--- config.mk ---
export PLATFORM = sky130hd
export DESIGN_NAME = ps2_host_tx
export DESIGN_NICKNAME = d
export VERILOG_FILES = /design/src/rtl/ps2_pkg.sv /design/src/rtl/ps2_sync_edge.sv /design/src/rtl/ps2_host_tx.sv
export SDC_FILE = /design/constraint.sdc
export NUM_CORES = 1
export LEC_CHECK = 0
export BUFFER_PORTS_ARGS = -buffer_cell sky130_fd_sc_hd__buf_4
export CAP_MARGIN = 30
export CORE_ASPECT_RATIO = 1.4
export CORE_MARGIN = 4
export CORE_UTILIZATION = 42
export CTS_BUF_LIST = sky130_fd_sc_hd__clkbuf_8
export CTS_CLUSTER_SIZE = 20
export DETAILED_ROUTE_END_ITERATION = 16
export PLACE_DENSITY_LB_ADDON = 0.2
export SETUP_SLACK_MARGIN = 0.3
export SLEW_MARGIN = 10
export SYNTH_ARGS = -nofsm -noshare
export SYNTH_HDL_FRONTEND = slang
export SYNTH_HIERARCHICAL = 1
export SYNTH_SLANG_ARGS = --single-unit
export TNS_END_PERCENT = 30
--- constraint.sdc ---
create_clock -name clock -period 5.6 [get_ports clock]
set_input_delay 0.56 -clock clock [delete_from_list [all_inputs] [get_ports clock]]
set_output_delay 0.56 -clock clock [all_outputs]
set_load 0.01 [all_outputs]
--- src/rtl/ps2_pkg.sv ---
`default_nettype none
// +--------------------------------------------------------------------+
// | ps2_pkg                                                            |
// | Shared PS/2 types, frame constants and keyboard command bytes.     |
// | Rev 1.0                                                            |
// +--------------------------------------------------------------------+
package ps2_pkg;

  typedef enum logic [2:0] {
    IDLE      = 3'd0,
    INHIBIT   = 3'd1,
    REQ       = 3'd2,
    SHIFT     = 3'd3,
    WAIT_IDLE = 3'd4,
    DONE      = 3'd5,
    ERROR     = 3'd6
  } ps2_state_e;

  localparam int PS2_FRAME_BITS = 11;

  localparam logic [7:0] PS2_CMD_SET_LED = 8'hED;
  localparam logic [7:0] PS2_CMD_RESET   = 8'hFF;
  localparam logic [7:0] PS2_ACK         = 8'hFA;

  // Bits shifted after the start bit: data LSB first, odd parity, stop.
  function automatic logic [9:0] ps2_tx_frame(input logic [7:0] data);
    return {1'b1, ~^data, data};
  endfunction

endpackage
`default_nettype wire

--- src/rtl/ps2_sync_edge.sv ---
`default_nettype none
// +--------------------------------------------------------------------+
// | ps2_sync_edge                                                      |
// | Two-flop synchronizers for PS/2 clock and data, clock fall detect. |
// | Rev 1.0                                                            |
// +--------------------------------------------------------------------+
module ps2_sync_edge (
  input  logic clk,
  input  logic rst,
  input  logic i_ps2_clk,
  input  logic i_ps2_data,
  output logic o_clk_sync,
  output logic o_data_sync,
  output logic o_clk_fall
);

  logic r_clk_meta;
  logic r_clk_sync;
  logic r_clk_prev;
  logic r_data_meta;
  logic r_data_sync;

  // Reset to the idle-high bus level so release of reset never looks like a fall.
  always_ff @(posedge clk or posedge rst) begin
    if (rst) begin
      r_clk_meta  <= 1'b1;
      r_clk_sync  <= 1'b1;
      r_clk_prev  <= 1'b1;
      r_data_meta <= 1'b1;
      r_data_sync <= 1'b1;
    end else begin
      r_clk_meta  <= i_ps2_clk;
      r_clk_sync  <= r_clk_meta;
      r_clk_prev  <= r_clk_sync;
      r_data_meta <= i_ps2_data;
      r_data_sync <= r_data_meta;
    end
  end

  assign o_clk_sync  = r_clk_sync;
  assign o_data_sync = r_data_sync;
  assign o_clk_fall  = r_clk_prev & ~r_clk_sync;

endmodule
`default_nettype wire

--- src/rtl/ps2_host_tx.sv ---
`default_nettype none
// +--------------------------------------------------------------------+
// | ps2_host_tx                                                        |
// | PS/2 host-to-device command transmitter with ACK check & timeout.  |
// | Rev 1.0                                                            |
// +--------------------------------------------------------------------+
module ps2_host_tx
  import ps2_pkg::*;
#(
  parameter int INHIBIT_CYC = 5000,
  parameter int TIMEOUT_CYC = 750000
) (
  input  logic       clock,
  input  logic       reset,
  input  logic [7:0] tx_data,
  input  logic       tx_valid,
  output logic       tx_ready,
  output logic       tx_busy,
  output logic       tx_done,
  output logic       tx_error,
  input  logic       ps2_clk_in,
  input  logic       ps2_data_in,
  output logic       ps2_clk_oe,
  output logic       ps2_data_oe
);

  localparam int CNT_MAX = (INHIBIT_CYC > TIMEOUT_CYC) ? INHIBIT_CYC : TIMEOUT_CYC;
  localparam int CNT_W   = $clog2(CNT_MAX);

  localparam logic [CNT_W-1:0] INHIBIT_LAST = CNT_W'(INHIBIT_CYC - 1);
  localparam logic [CNT_W-1:0] TIMEOUT_LAST = CNT_W'(TIMEOUT_CYC - 1);
  localparam logic [3:0]       ACK_IDX      = 4'(PS2_FRAME_BITS - 1);

  ps2_state_e       r_state;
  ps2_state_e       w_state_next;
  logic [CNT_W-1:0] r_cnt;
  logic [3:0]       r_bit_idx;
  logic [9:0]       r_frame;
  logic             r_clk_oe;
  logic             r_data_oe;

  logic w_clk_sync;
  logic w_data_sync;
  logic w_clk_fall;
  logic w_accept;
  logic w_timeout;

  ps2_sync_edge u_sync (
    .clk         (clock),
    .rst         (reset),
    .i_ps2_clk   (ps2_clk_in),
    .i_ps2_data  (ps2_data_in),
    .o_clk_sync  (w_clk_sync),
    .o_data_sync (w_data_sync),
    .o_clk_fall  (w_clk_fall)
  );

  assign w_accept  = tx_valid & (r_state == IDLE);
  assign w_timeout = ((r_state == SHIFT) || (r_state == WAIT_IDLE)) && (r_cnt == TIMEOUT_LAST);

  always_ff @(posedge clock or posedge reset) begin
    if (reset) begin
      r_state <= IDLE;
    end else begin
      r_state <= w_state_next;
    end
  end

  always_comb begin
    w_state_next = r_state;
    case (r_state)
      IDLE:      if (w_accept) w_state_next = INHIBIT;
      INHIBIT:   if (r_cnt == INHIBIT_LAST) w_state_next = REQ;
      REQ:       w_state_next = SHIFT;
      SHIFT: begin
        // Timeout wins over a fall landing in the same cycle.
        if (w_timeout) begin
          w_state_next = ERROR;
        end else if (w_clk_fall && (r_bit_idx == ACK_IDX)) begin
          w_state_next = w_data_sync ? ERROR : WAIT_IDLE;
        end
      end
      WAIT_IDLE: begin
        if (w_timeout) begin
          w_state_next = ERROR;
        end else if (w_clk_sync && w_data_sync) begin
          w_state_next = DONE;
        end
      end
      DONE:      w_state_next = IDLE;
      ERROR:     w_state_next = IDLE;
      default:   w_state_next = IDLE;
    endcase
  end

  // Line drivers are registered from the next state so the pins never glitch.
  always_ff @(posedge clock or posedge reset) begin
    if (reset) begin
      r_cnt     <= '0;
      r_bit_idx <= 4'd0;
      r_frame   <= 10'd0;
      r_clk_oe  <= 1'b0;
      r_data_oe <= 1'b0;
    end else begin
      r_clk_oe <= (w_state_next == INHIBIT) || (w_state_next == REQ);

      case (w_state_next)
        REQ:     r_data_oe <= 1'b1;
        SHIFT: begin
          if ((r_state == SHIFT) && w_clk_fall && (r_bit_idx < ACK_IDX)) begin
            r_data_oe <= ~r_frame[r_bit_idx];
          end
        end
        default: r_data_oe <= 1'b0;
      endcase

      if (w_accept) begin
        r_frame   <= ps2_tx_frame(tx_data);
        r_cnt     <= '0;
        r_bit_idx <= 4'd0;
      end else begin
        case (r_state)
          INHIBIT: begin
            if (r_cnt != INHIBIT_LAST) r_cnt <= r_cnt + CNT_W'(1);
          end
          REQ: begin
            r_cnt     <= '0;
            r_bit_idx <= 4'd0;
          end
          SHIFT: begin
            if (r_cnt != TIMEOUT_LAST) r_cnt <= r_cnt + CNT_W'(1);
            if (w_clk_fall && (r_bit_idx < ACK_IDX)) r_bit_idx <= r_bit_idx + 4'd1;
          end
          WAIT_IDLE: begin
            if (r_cnt != TIMEOUT_LAST) r_cnt <= r_cnt + CNT_W'(1);
          end
          default: ;
        endcase
      end
    end
  end

  always_comb begin
    tx_ready    = (r_state == IDLE);
    tx_busy     = (r_state != IDLE);
    tx_done     = (r_state == DONE);
    tx_error    = (r_state == ERROR);
    ps2_clk_oe  = r_clk_oe;
    ps2_data_oe = r_data_oe;
  end

endmodule
`default_nettype wire

* Word level (Yosys, flattened, before mapping)
Cells that the tools add are included.
** Word-level totals
- Bits of input ports :: 13
- Logic and storage cells :: 72
- Output and inout bits :: 6
- Register bits after elaboration :: 44
** Cells by class
- Order comparisons :: 2
- Equality and inequality tests :: 18
- Reduce and logical (&&, ||, !) cells :: 16
- Mux-type cells :: 19
- Bitwise operators :: 4
- Add/subtract/negate cells :: 2
** Operator list (count)
- $mux 20 :: 3
- $pmux 20 s3 :: 1
- $add 20x1->20 const B :: 1
- $eq 20x13->1 const B :: 1
- $eq 20x20->1 const B :: 1
- $ne 20x13->1 const B :: 1
- $ne 20x20->1 const B :: 1
- $mux 3 :: 6
- $pmux 3 s5 :: 1
- $eq 3x2->1 const B :: 4
- $eq 3x3->1 const B :: 3
- $mux 4 :: 2
- $pmux 4 s2 :: 1
- $reduce_xnor 8->1 :: 1
- $eq 3x1->1 const B :: 2
- $logic_and 1x1->1 :: 6
- $reduce_bool 3->1 :: 2
- $lt 4x5->1 const B :: 1
- $add 4x1->4 const B :: 1
- $bmux 1 s4 :: 1
- $eq 4x4->1 const B :: 1
- $lt 4x4->1 const B :: 1
- $reduce_bool 4->1 :: 1
- $logic_not 3->1 :: 1
- 13 further kinds :: 17

* Logic depth before layout (Yosys ltp)
Gate-level depths: netlist (run 1).
- Word-level depth :: 8
- Mapped depth :: 7
- Mapped depth without buffers :: 7

* Hierarchy
The synthesis (run 1) kept the hierarchy.
** By module, submodules not included
- ps2_host_tx :: area an instance 2254.7 µm², cells each 222, times used 1
- ps2_sync_edge :: area an instance 148.9 µm², cells each 7, times used 1

* Worst setup path before layout (run 1)
No wires, ideal clock.
- Kind :: reg-to-reg
- Start :: reg r_cnt[19]
- End :: reg r_cnt[6]
- Slack :: 3.691 ns
- Stages on the path, launching flop included :: 7
- Library setup time :: 0.132 ns
- Clock period less this slack :: 1.909 ns
- Data arrival time :: 1.777 ns
- Cells stage by stage :: dfrtp_1 -> or4_4 -> nor4_4 -> a31oi_4 -> o2111ai_1 -> xor2_1 -> nor2_1
** On the way
- Word-level cells in the longest chain between the ends :: 3
- Elaborated cells between the ends (all ways) :: 5
** RTL lines
- start, declared :: line ps2_host_tx.sv:36 : logic [CNT_W-1:0] r_cnt;
- start signal, assigned :: line ps2_host_tx.sv:124 : if (r_cnt != INHIBIT_LAST) r_cnt <= r_cnt + CNT_W'(1);
- start signal, assigned :: line ps2_host_tx.sv:131 : if (r_cnt != TIMEOUT_LAST) r_cnt <= r_cnt + CNT_W'(1);
- start signal, assigned :: line ps2_host_tx.sv:135 : if (r_cnt != TIMEOUT_LAST) r_cnt <= r_cnt + CNT_W'(1);
- $ne 20x13->1 or $ne 20x20->1 (tied branches) :: line ps2_host_tx.sv:124, ps2_host_tx.sv:131, ps2_host_tx.sv:135
- $ne 3x3->1 (no line) or $ne 3x1->1 (tied branches)
- $reduce_and 3->1 (no line) (*)
Every way passes the cells marked *; elsewhere a longest branch is shown, timed or not.
A chain may end at the register's enable or synchronous reset.

* Worst setup path after layout (run 1)
- Start :: reg r_cnt[0]
- End :: reg r_clk_oe (netlist: ps2_clk_oe)
** On the way
- Word-level cells in the longest chain between the ends :: 6
- Elaborated cells between the ends (all ways) :: 10
** RTL lines
- $eq 20x20->1 :: line ps2_host_tx.sv:59 : assign w_timeout = ((r_state == SHIFT) || (r_state == WAIT_IDLE)) && (r_cnt == TIMEOUT_LAST);
- $logic_and 1x1->1 :: line ps2_host_tx.sv:59
- $mux 3 (on tied branches) :: line ps2_host_tx.sv:84, ps2_host_tx.sv:77
- $pmux 3 s5 (*) :: line ps2_host_tx.sv:71 : case (r_state)
- named net w_state_next[0] :: line ps2_host_tx.sv:35 : ps2_state_e w_state_next;
- $eq 3x1->1 or $eq 3x2->1 (tied branches) :: line ps2_host_tx.sv:105 : r_clk_oe <= (w_state_next == INHIBIT) || (w_state_next == REQ);
- $logic_or 1x1->1 (*) :: line ps2_host_tx.sv:105
- end signal, assigned :: line ps2_host_tx.sv:105
- end, declared :: line ps2_host_tx.sv:39 : logic r_clk_oe;
The timed path passes the listed nets; every way through them passes the cells marked *.

==> flow_summary_export.csv, run 1 <==
group,metric,value,unit
run_status,status,"complete, no violations",
final_layout,n_antenna_cell,0,
sta,period_share,40.91,%
critical_path,required,5790,ps
clock_network,cts_buffers,5,
yosys,yosysSeqAreaShare,46.07,%
yosys,synth.avg_cell_area,10.50,um2
yosys,synth-compound-area-share,12.55,%
hold_path,worstHoldPathCells,0,
yosys,syn_inst,229,
hold_path,hold_class,"reg -> reg",
yosys,synth-adder-area-share,1.041,%
clock_network,clk_latency,300,ps
placement,dp_hpwl,3.621,mm
detailed_routing,vias,1764,
detailed_routing,via_per_inst,5.618,
detailed_routing,drt-total-wl,4.871,mm
sta,hold_ws,360.3,ps
yosys,yosysMostFrequentCell,"dfrtp_1",
detailed_routing,post-route-drc-count,0,
critical_path,cp_max_fo,4,
final_layout,area_growth,9.995,%
critical_path,ff2ff_path_depth,7,
yosys,synthArstFlopShare,100.0,%
clock_network,cts.clk_slew.worst_paths,80,ps
yosys,synth.distinct_cells,58,
critical_path,end_kind,"flip-flop",
power,power_density,284.5,mW/mm2
final_layout,layout.nets,260,
global_route,grt_first_pass_wirelength,8.466,mm
sta,hold_viol,0,
sta,rsz0062_at_grt,"false",
detailed_routing,first_pass_iters,4,
floorplanning,start_util,43.50,%
clock_network,root_buffer,"clkbuf_8",
clock_network,clk_path_buf_depth,2,
yosys,synth.yosys.warnings,6,
clock_network,numClockSinks,44,
floorplanning,ios,19,
yosys,synth_edf_count,0,
sta,finalSetupViolations,0,
critical_path,arrival,2480,ps
yosys,synthesis.nets,244,
final_layout,layout-drive-gt1-share,22.36,%
global_route,groute.usage.overall,15.23,%
yosys,synth.area.top_cells,"dfrtp_1 (41%), dfstp_2 (5.5%), mux2_2 (4.2%)",
sta,tightest_slew,818.9,ps
yosys,yosys.area_share.xor_xnor,7.288,%
clock_network,cts_tree,"done",
global_route,grt-ovfl-total,0,
sta,timing.setup.tns,0,ps
global_route,grt_max_degree,40,
sta,skew,8.793,ps
critical_path,crit_type,"reg -> reg",
yosys,synth_common_cells,"dfrtp_1 (39), nand2_1 (21), nor2_1 (21)",
clock_network,cts.hold.buffers_added,0,
detailed_routing,drt-initial-drc-count,150,
clock_network,htreeDepth,2,
power,p_leak,0.001092,uW
floorplanning,dieHeight,97.51,um
yosys,syn_area,0.002404,mm2
power,ir_worst_vdd,123.0,uV
power,finalPower,752.1,uW
yosys,synthSimpleGateAreaFrac,22.38,%
floorplanning,core_area,0.005525,mm2
detailed_routing,wl_per_cell,15.51,um
sta,max_slew_margin,45.04,%
sta,drv_slew,0,
detailed_routing,antenna_left,0,
placement,portBuffers,18,
yosys,synth.area.mux_share,6.403,%
yosys,synth_top_family_by_area,"simple AND/OR/NAND/NOR gates",
sta,fmax,436.5,MHz
global_route,antenna_found_initial,0,
global_route,grt_pass1_vias,1802,
floorplanning,rows,32,
sta,period_minus_slack,2291,ps
yosys,ys.flop_type,"dfrtp_1",
yosys,post-synth-top-area-fraction,40.60,%
clock_network,postCtsSetupBuffers,0,
clock_network,cts_resized,0,
placement,gp_congestion,0.8409,
yosys,synth_top_area_cell,"dfrtp_1",
floorplanning,fp.dieW,71.94,um
job,drv_cap,0,
yosys,synth_seq_cells,44,
floorplanning,die_area,0.007014,mm2
critical_path,start_kind,"flip-flop",
## worst max-delay path, stage by stage, from the launching register on
cell and delay [ps]:
dfrtp_1 390, ha_1 210, and3_1 240, nor4b_1 430, nand4_1 300, a211o_1 390, xnor2_1 160, nor2_1 60
## kinds of logic (layout without fill, tap and decap cells)
family,count (synthesis),in the layout
multiplexers,13,13
AO/OA/AOI/OAI,39,39
AND/OR/NAND/NOR,93,93
buffers and inverters,18,35
flip-flops,44,44
adder cells (fa/ha/maj),2,2
XOR/XNOR,20,20
## worst paths after layout
path	start	to	slack [ps]
worst max-delay path	r_cnt[0]	ps2_clk_oe	3310
worst min-delay path	u_sync/r_data_meta	u_sync/o_data_sync	360
worst max register to register	r_cnt[0]	ps2_clk_oe	3310
worst min register to register	u_sync/r_data_meta	u_sync/o_data_sync	360
max in group asynchronous	reset	r_cnt[6]	4870
min in group asynchronous	reset	u_sync/o_clk_sync	370
## registers in the layout (all words and copies together), names as in the netlist
| signal | flops |
|---|---|
| u_sync/r_clk_prev | 1 |
| ps2_clk_oe | 1 |
| r_bit_idx | 4 |
| u_sync/r_clk_meta | 1 |
| ps2_data_oe | 1 |
| r_state | 3 |
| u_sync/r_data_meta | 1 |
| r_frame | 10 |
| u_sync/o_clk_sync | 1 |
| r_cnt | 20 |
| u_sync/o_data_sync | 1 |
## metrics by stage
stage                     util, %  setup WS (ps)  cell area, um2  cells
after floorplan                 -           3691            2404    229
after global placement      46.31           3377            2559    306
after detailed placement    46.31           3347            2559    306
after CTS                   47.85           3300            2644    314
after global routing        47.85           3147            2644    314
final                       47.85           3309            2644    314
## report_power, final
group	switching (uW)	internal (uW)	total (uW)	leakage, uW
combinational	64.7	80.3	145	0.000492
clock	107	85.4	193	0.0000453
sequential	44.5	370	414	0.000555
total	217	535	752	0.00109
## final cells by class
cell class                      count  area [um2]
Fill cell                         530        2882
Multi-Input combinational cell    167        1194
Sequential cell                    44        1107
Timing Repair Buffer               19       142.6
Tap cell                           68       85.08
Clock buffer                        5       68.82
Inverter                            8       30.03
Clock inverter                      3       16.27
## placed cells by master, fill, tap and decap left out, drive strengths merged, types with 4 or more instances in the layout
| master | Yosys | final |
|---|---|---|
| xnor2 | 9 | 9 |
| dfrtp | 39 | 39 |
| nand4 | 6 | 6 |
| o21ai | 13 | 13 |
| nor4 | 4 | 4 |
| nand3 | 7 | 7 |
| xor2 | 11 | 11 |
| dfstp | 5 | 5 |
| buf | 3 | 19 |
| nor3 | 5 | 5 |
| inv | 8 | 9 |
| or3 | 4 | 4 |
| nand2 | 21 | 21 |
| mux2 | 9 | 9 |
| or4 | 4 | 4 |
| clkbuf | 7 | 5 |
| nor2 | 22 | 22 |
| o211ai | 4 | 4 |
## layer usage
layer	wire length (um)	GRT usage (%)	part of all wire (%)
met2	2718	27.48	56
met1	1884	17.18	39
met4	125	6.078	2.6
met3	143	2.795	2.9
met5	0	0	0
Power figures use the tool's default switching activity.
==> run 2: changes to the inputs <==
ABC_AREA = 1   (was not set)
clock period = 2.15 ns   (was 5.6 ns; I/O delays follow)
==> flow_summary_export.csv, run 2 <==
group,metric,value,unit
run_status,status,"complete, no violations",
floorplanning,die_area,0.007663,mm2
sta,rsz0062_at_grt,"true",
floorplanning,start_util,42.96,%
sta,hold_viol,0,
yosys,post-synth-top-area-fraction,36.83,%
sta,worst_slack,340.2,ps
sta,timing.setup.tns,0,ps
detailed_routing,vias,2523,
global_route,grt_pass1_vias,2551,
detailed_routing,drt-initial-drc-count,130,
hold_path,worstHoldStart,"tx_data[7]",
critical_path,crit_type,"reg -> reg",
placement,gp_congestion,0.9430,
yosys,synth_edf_count,0,
floorplanning,ios,19,
final_layout,layout-drive-gt1-share,17.52,%
hold_path,min_to,"r_frame[7]",
hold_path,worstHoldPathCells,3,
critical_path,r2r_end,"r_cnt[6]",
sta,finalSetupViolations,0,
final_layout,max_flop_register,"r_cnt",
yosys,synth_seq_cells,44,
critical_path,required,2390,ps
floorplanning,rows,34,
critical_path,critPathSlowestCell,"dfrtp_1",
placement,portBuffers,18,
floorplanning,dieHeight,102.0,um
detailed_routing,first_pass_iters,4,
final_layout,layout.nets,425,
final_layout,largest_reg_flops,20,
yosys,syn_area,0.002650,mm2
clock_network,clk_latency,310,ps
yosys,synthesis.nets,389,
critical_path,arrival,2050,ps
clock_network,cts.clk_slew.worst_paths,90,ps
final_layout,final_common_cell,"nand2_1",
global_route,grt-ovfl-total,0,
sta,fmax,552.6,MHz
critical_path,ff2ff_path_depth,13,
critical_path,worstPathCellList,"ha_2 > nand2_2 > inv_2 > nand2_1 > nor2_1 > nand3_2 > nor2_4 > o21ai_2 > nand2_4 > buf_4 > buf_6 > nor2_1 > a21oi_1",
yosys,ys.flop_type,"dfrtp_1",
detailed_routing,wl_per_cell,14.63,um
detailed_routing,post-route-drc-count,0,
yosys,yosysMostFrequentCell,"nand2_1",
critical_path,start_kind,"flip-flop",
job,drv_cap,0,
final_layout,layout_common_cells,"nand2_1 (102), inv_1 (49), dfrtp_1 (39)",
critical_path,cp_max_fo,7,
hold_path,hold_class,"in -> reg",
final_layout,n_antenna_cell,0,
sta,period_minus_slack,1810,ps
global_route,grt_max_degree,40,
global_route,groute.usage.overall,20.11,%
global_route,antenna_found_initial,0,
clock_network,cts_buffers,5,
critical_path,worst_path_most_repeated_cell,"nor2_1",
floorplanning,fp.dieW,75.14,um
critical_path,end_kind,"flip-flop",
clock_network,cts_tree,"done",
sta,period_share,84.17,%
final_layout,area_growth,20.44,%
yosys,synth.yosys.warnings,6,
power,ir_worst_vdd,289.4,uV
detailed_routing,antenna_left,0,
sta,max_slew_margin,66.70,%
sta,skew,2.484,ps
yosys,yosysSeqAreaShare,41.78,%
detailed_routing,drt-total-wl,7.068,mm
placement,post-place-ws,252.2,ps
yosys,synth.distinct_cells,29,
global_route,grt_first_pass_wirelength,11.68,mm
yosys,synth.area.top_cells,"dfrtp_1 (37%), nand2_1 (15%), inv_1 (7.2%)",
detailed_routing,via_per_inst,5.224,
clock_network,numClockSinks,44,
clock_network,clk_path_buf_depth,2,
yosys,synth.avg_cell_area,7.086,um2
sta,drv_slew,0,
sta,tightest_slew,499.5,ps
floorplanning,core_area,0.006168,mm2
critical_path,r2r_slack,340,ps
critical_path,worstReg2RegStart,"r_cnt[1]",
critical_path,slowest_delay,380,ps
final_layout,largestRegisters,"r_cnt: 20 flops, r_frame: 10 flops, r_bit_idx: 4 flops",
yosys,syn_inst,374,
clock_network,htreeDepth,2,
power,power_density,635.7,mW/mm2
clock_network,root_buffer,"clkbuf_8",
yosys,synthArstFlopShare,100.0,%
yosys,synth_common_cells,"nand2_1 (104), inv_1 (51), dfrtp_1 (39)",
power,p_leak,0.001625,uW
placement,dp_hpwl,5.226,mm
yosys,synth_top_area_cell,"dfrtp_1",
## run 2: changes by cell type after synthesis, moves of 8 or more
cell,before,now
nand2_1,21,104
inv_1,8,51
nand3_1,7,29
nor2_1,21,36
nor3_1,5,18
o21ai_1,1,13
mux2_2,9,0
a21oi_1,2,10
## run 2: worst max-delay path, delay by kind of cell, from the launching register on
family,cells,cell delay (ps)
flip-flops,1,380
buffers and inverters,3,280
AND/OR/NAND/NOR,7,700
adder cells (fa/ha/maj),1,200
AO/OA/AOI/OAI,2,200
## run 2: kinds of logic (layout without fill, tap and decap cells)
group / after synthesis / after routing / synth area share [%]
and+or+nand+nor: 210 / 210 / 34.89
buffers and inverters: 61 / 98 / 9.349
DFF: 44 / 44 / 41.79
AOI/OAI and AO/OA: 42 / 42 / 8.074
adders and majority gates: 2 / 2 / 0.9441
xor gates and xnor gates: 15 / 15 / 4.958
## run 2: routing by layer
metal	GRT usage [%]	up-vias	part of all wire, %
met4	11.57	0	4.9
met3	3.051	25	3.1
li1	-	1256	-
met1	21.43	1197	38
met2	36.51	45	54
met5	0	-	0
## run 2: stage by stage
stage / cells / power (uW) / util, % / hold slack [ps] / area, um2
2_1_floorplan: 374 / 1221 / - / 192.1 / 2650
3_3_place_gp: 462 / 1336 / 46.53 / 324.1 / 2870
3_5_place_dp: 462 / 1335 / 46.53 / 326.0 / 2870
4_1_cts: 474 / 2036 / 49.13 / 103.1 / 3030
5_1_grt: 483 / 2136 / 51.74 / 106.1 / 3192
6_report: 483 / 2029 / 51.74 / 110.9 / 3192
## run 2: repair_timing
action,in CTS,in global routing
buffers inserted,1,8
pin swaps,0,6
endpoints found under the setup margin,18,24
gates cloned,0,1
hold buffers,3,0
hold endpoints to repair,7,0
gates resized for setup,1,24
## run 2: power breakdown
part / internal [uW] / switching [uW]
registers: 906 / 85.4
logic: 128 / 216
clock network: 359 / 335
total: 1390 / 636
## run 2: cell type report
cell class / count / area [um2]
Sequential cell: 44 / 1107
Fill cell: 610 / 2977
Multi-Input combinational cell: 269 / 1350
Clock inverter: 3 / 50.05
Timing Repair Buffer: 36 / 317.8
Inverter: 54 / 207.7
Tap cell: 72 / 90.09
Clock buffer: 5 / 68.82
## run 2: how the worst max path moves through the flow
stage	depth (start not counted)	start	slack, ps	end
detailed placement	11	r_cnt[0]	250	r_cnt[17]
CTS	8	r_state[1]	270	r_cnt[3]
floorplan	13	r_cnt[0]	460	r_cnt[10]
finish	13	r_cnt[1]	340	r_cnt[6]
global placement	12	r_cnt[0]	320	r_cnt[16]
global route	13	r_cnt[1]	160	r_cnt[18]
==> run 3: changes to the inputs <==
clock period = 1.6 ns   (was 2.15 ns; I/O delays follow)
==> flow_summary_export.csv, run 3 (synthesis results as in run 2) <==
group,metric,value,unit
detailed_routing,first_pass_iters,6,
sta,period_share,109.1,%
sta,tightest_slew,508.3,ps
sta,timing.setup.tns,-2465,ps
final_layout,layout_common_cells,"nand2_1 (97), buf_4 (61), inv_1 (50)",
final_layout,layout-drive-gt1-share,29.18,%
sta,rsz0062_at_grt,"true",
critical_path,r2r_slack,-150,ps
critical_path,crit_type,"reg -> reg",
global_route,antenna_found_initial,0,
sta,worst_slack,-145.5,ps
sta,finalSetupViolations,22,
sta,hold_viol,0,
hold_path,worstHoldStart,"tx_data[2]",
clock_network,root_buffer,"clkbuf_8",
final_layout,fill_cells,563,
power,ir_worst_vdd,602.9,uV
sta,fmax,572.9,MHz
placement,portBuffers,18,
floorplanning,core_area,0.006168,mm2
final_layout,max_flop_register,"r_cnt",
clock_network,clk_path_buf_depth,2,
floorplanning,die_area,0.007663,mm2
critical_path,start_kind,"flip-flop",
critical_path,ff2ff_path_depth,9,
hold_path,min_to,"r_frame[2]",
floorplanning,start_util,42.96,%
final_layout,largest_reg_flops,20,
power,power_density,756.9,mW/mm2
hold_path,worstHoldPathCells,3,
critical_path,required,1790,ps
placement,postPlaceCellArea,0.003206,mm2
sta,drv_slew,0,
critical_path,r2r_end,"r_cnt[14]",
final_layout,instances_no_fill,521,
critical_path,cp_max_fo,8,
final_layout,n_antenna_cell,0,
clock_network,htreeDepth,2,
run_status,status,"finished, violations left",
detailed_routing,post-route-drc-count,0,
sta,period_minus_slack,1746,ps
job,drv_cap,0,
clock_network,cts_buffers,5,
global_route,grt_pass1_vias,2631,
global_route,grt-ovfl-total,0,
detailed_routing,drt-total-wl,7.092,mm
global_route,grt_first_pass_wirelength,11.61,mm
critical_path,worstReg2RegStart,"r_cnt[13]",
final_layout,largestRegisters,"r_cnt: 20 flops, r_frame: 10 flops, r_bit_idx: 4 flops",
critical_path,arrival,1940,ps
sta,max_slew_margin,66.12,%
floorplanning,rows,34,
power,finalPower,2683,uW
critical_path,end_kind,"flip-flop",
floorplanning,dieHeight,102.0,um
clock_network,numClockSinks,44,
final_layout,final_common_cell,"nand2_1",
floorplanning,fp.dieW,75.14,um
hold_path,hold_class,"in -> reg",
final_layout,area_growth,33.76,%
detailed_routing,via_per_inst,5.092,
detailed_routing,antenna_left,0,
detailed_routing,wl_per_cell,13.61,um
clock_network,cts_tree,"done",
final_layout,layout.nets,463,
placement,dp_hpwl,5.171,mm
sta,skew,11.44,ps
final_layout,fin_area,0.003545,mm2
placement,place_inst,506,
power,p_leak,0.001825,uW
global_route,grt_max_degree,40,
floorplanning,ios,19,
placement,gp_congestion,0.9329,
run_status,violations,"negative setup slack",
global_route,groute.usage.overall,19.54,%
clock_network,clk_latency,300,ps
detailed_routing,vias,2653,
detailed_routing,drt-initial-drc-count,151,
clock_network,cts.clk_slew.worst_paths,90,ps
## run 3: changes by cell type in the layout (fill, tap and decap cells not counted), sizes merged
| cell | before | now |
|---|---|---|
| clkinvlp | 0 | 1 |
| buf | 32 | 69 |
| clkbuf | 6 | 7 |
| bufinv | 1 | 0 |
| inv | 55 | 56 |
| clkinv | 1 | 0 |
## run 3: area by class of cell
class                   count  area, um2  share of cell area (%)
flip-flops and latches     44       1110                   31.31
well taps                  72      90.09                   2.541
repair inverters            1      6.256                  0.1765
repair buffers             73      611.8                   17.26
clock inverters             2      11.26                  0.3177
multi-input cells         269       1425                   40.20
clock buffers               6      82.58                   2.330
inverters                  54      207.7                   5.860
## run 3: worst max-delay path by stage
stage,startpoint,slack [ps],end
CTS,r_cnt[0],-70,r_cnt[10]
finish,r_cnt[13],-150,r_cnt[14]
global route,r_cnt[0],-270,r_cnt[8]
detailed placement,r_state[1],-120,r_cnt[17]
floorplan,r_cnt[0],-50,r_cnt[10]
global placement,r_cnt[1],-80,r_cnt[14]
## run 3: worst max-delay path, stage by stage, from the launching register on
cell and delay (ps):
dfrtp_1 400, nor2_1 210, nand2_1 80, nor2_1 110, nand3_1 130, nor2_2 160
o21ai_2 90, nand2_4 190, clkbuf_16 200, o21ai_2 60
## run 3: repair_timing
item                                    CTS  global route
gates cloned                              1             1
pin swaps                                 1            13
buffers inserted                          2             0
gates resized for setup                  18            37
endpoints found under the hold margin     7             0
hold buffers                              3             0
endpoints found under the setup margin   43            43
## run 3: routing by layer
layer | vias to the layer above | GRT usage [%] | part of all wire (%) | wire length [um]
met5 | - | 0 | 0 | 0
met4 | 0 | 8.883 | 3.3 | 237
met3 | 14 | 2.559 | 2.8 | 202
met2 | 56 | 36.51 | 55 | 3880
met1 | 1238 | 21.21 | 39 | 2771
li1 | 1345 | - | - | -
## run 3: per-stage QoR
stage | hold WS [ps] | utilization, % | worst slack [ps]
6_report | 78.84 | 57.46 | -145.5
5_1_grt | 93.66 | 57.46 | -274.8
4_1_cts | 73.37 | 55.15 | -71.49
3_5_place_dp | 269.1 | 51.97 | -118.5
3_3_place_gp | 269.0 | 51.97 | -80.55
2_1_floorplan | 137.1 | - | -50.55
## run 3: where the power goes
part	switching, uW	internal (uW)	leakage, uW	total [uW]
registers	66.9	1220	0.000530	1280
clock network	385	345	0.0000486	730
logic	362	306	0.00125	668
total	814	1870	0.00182	2680
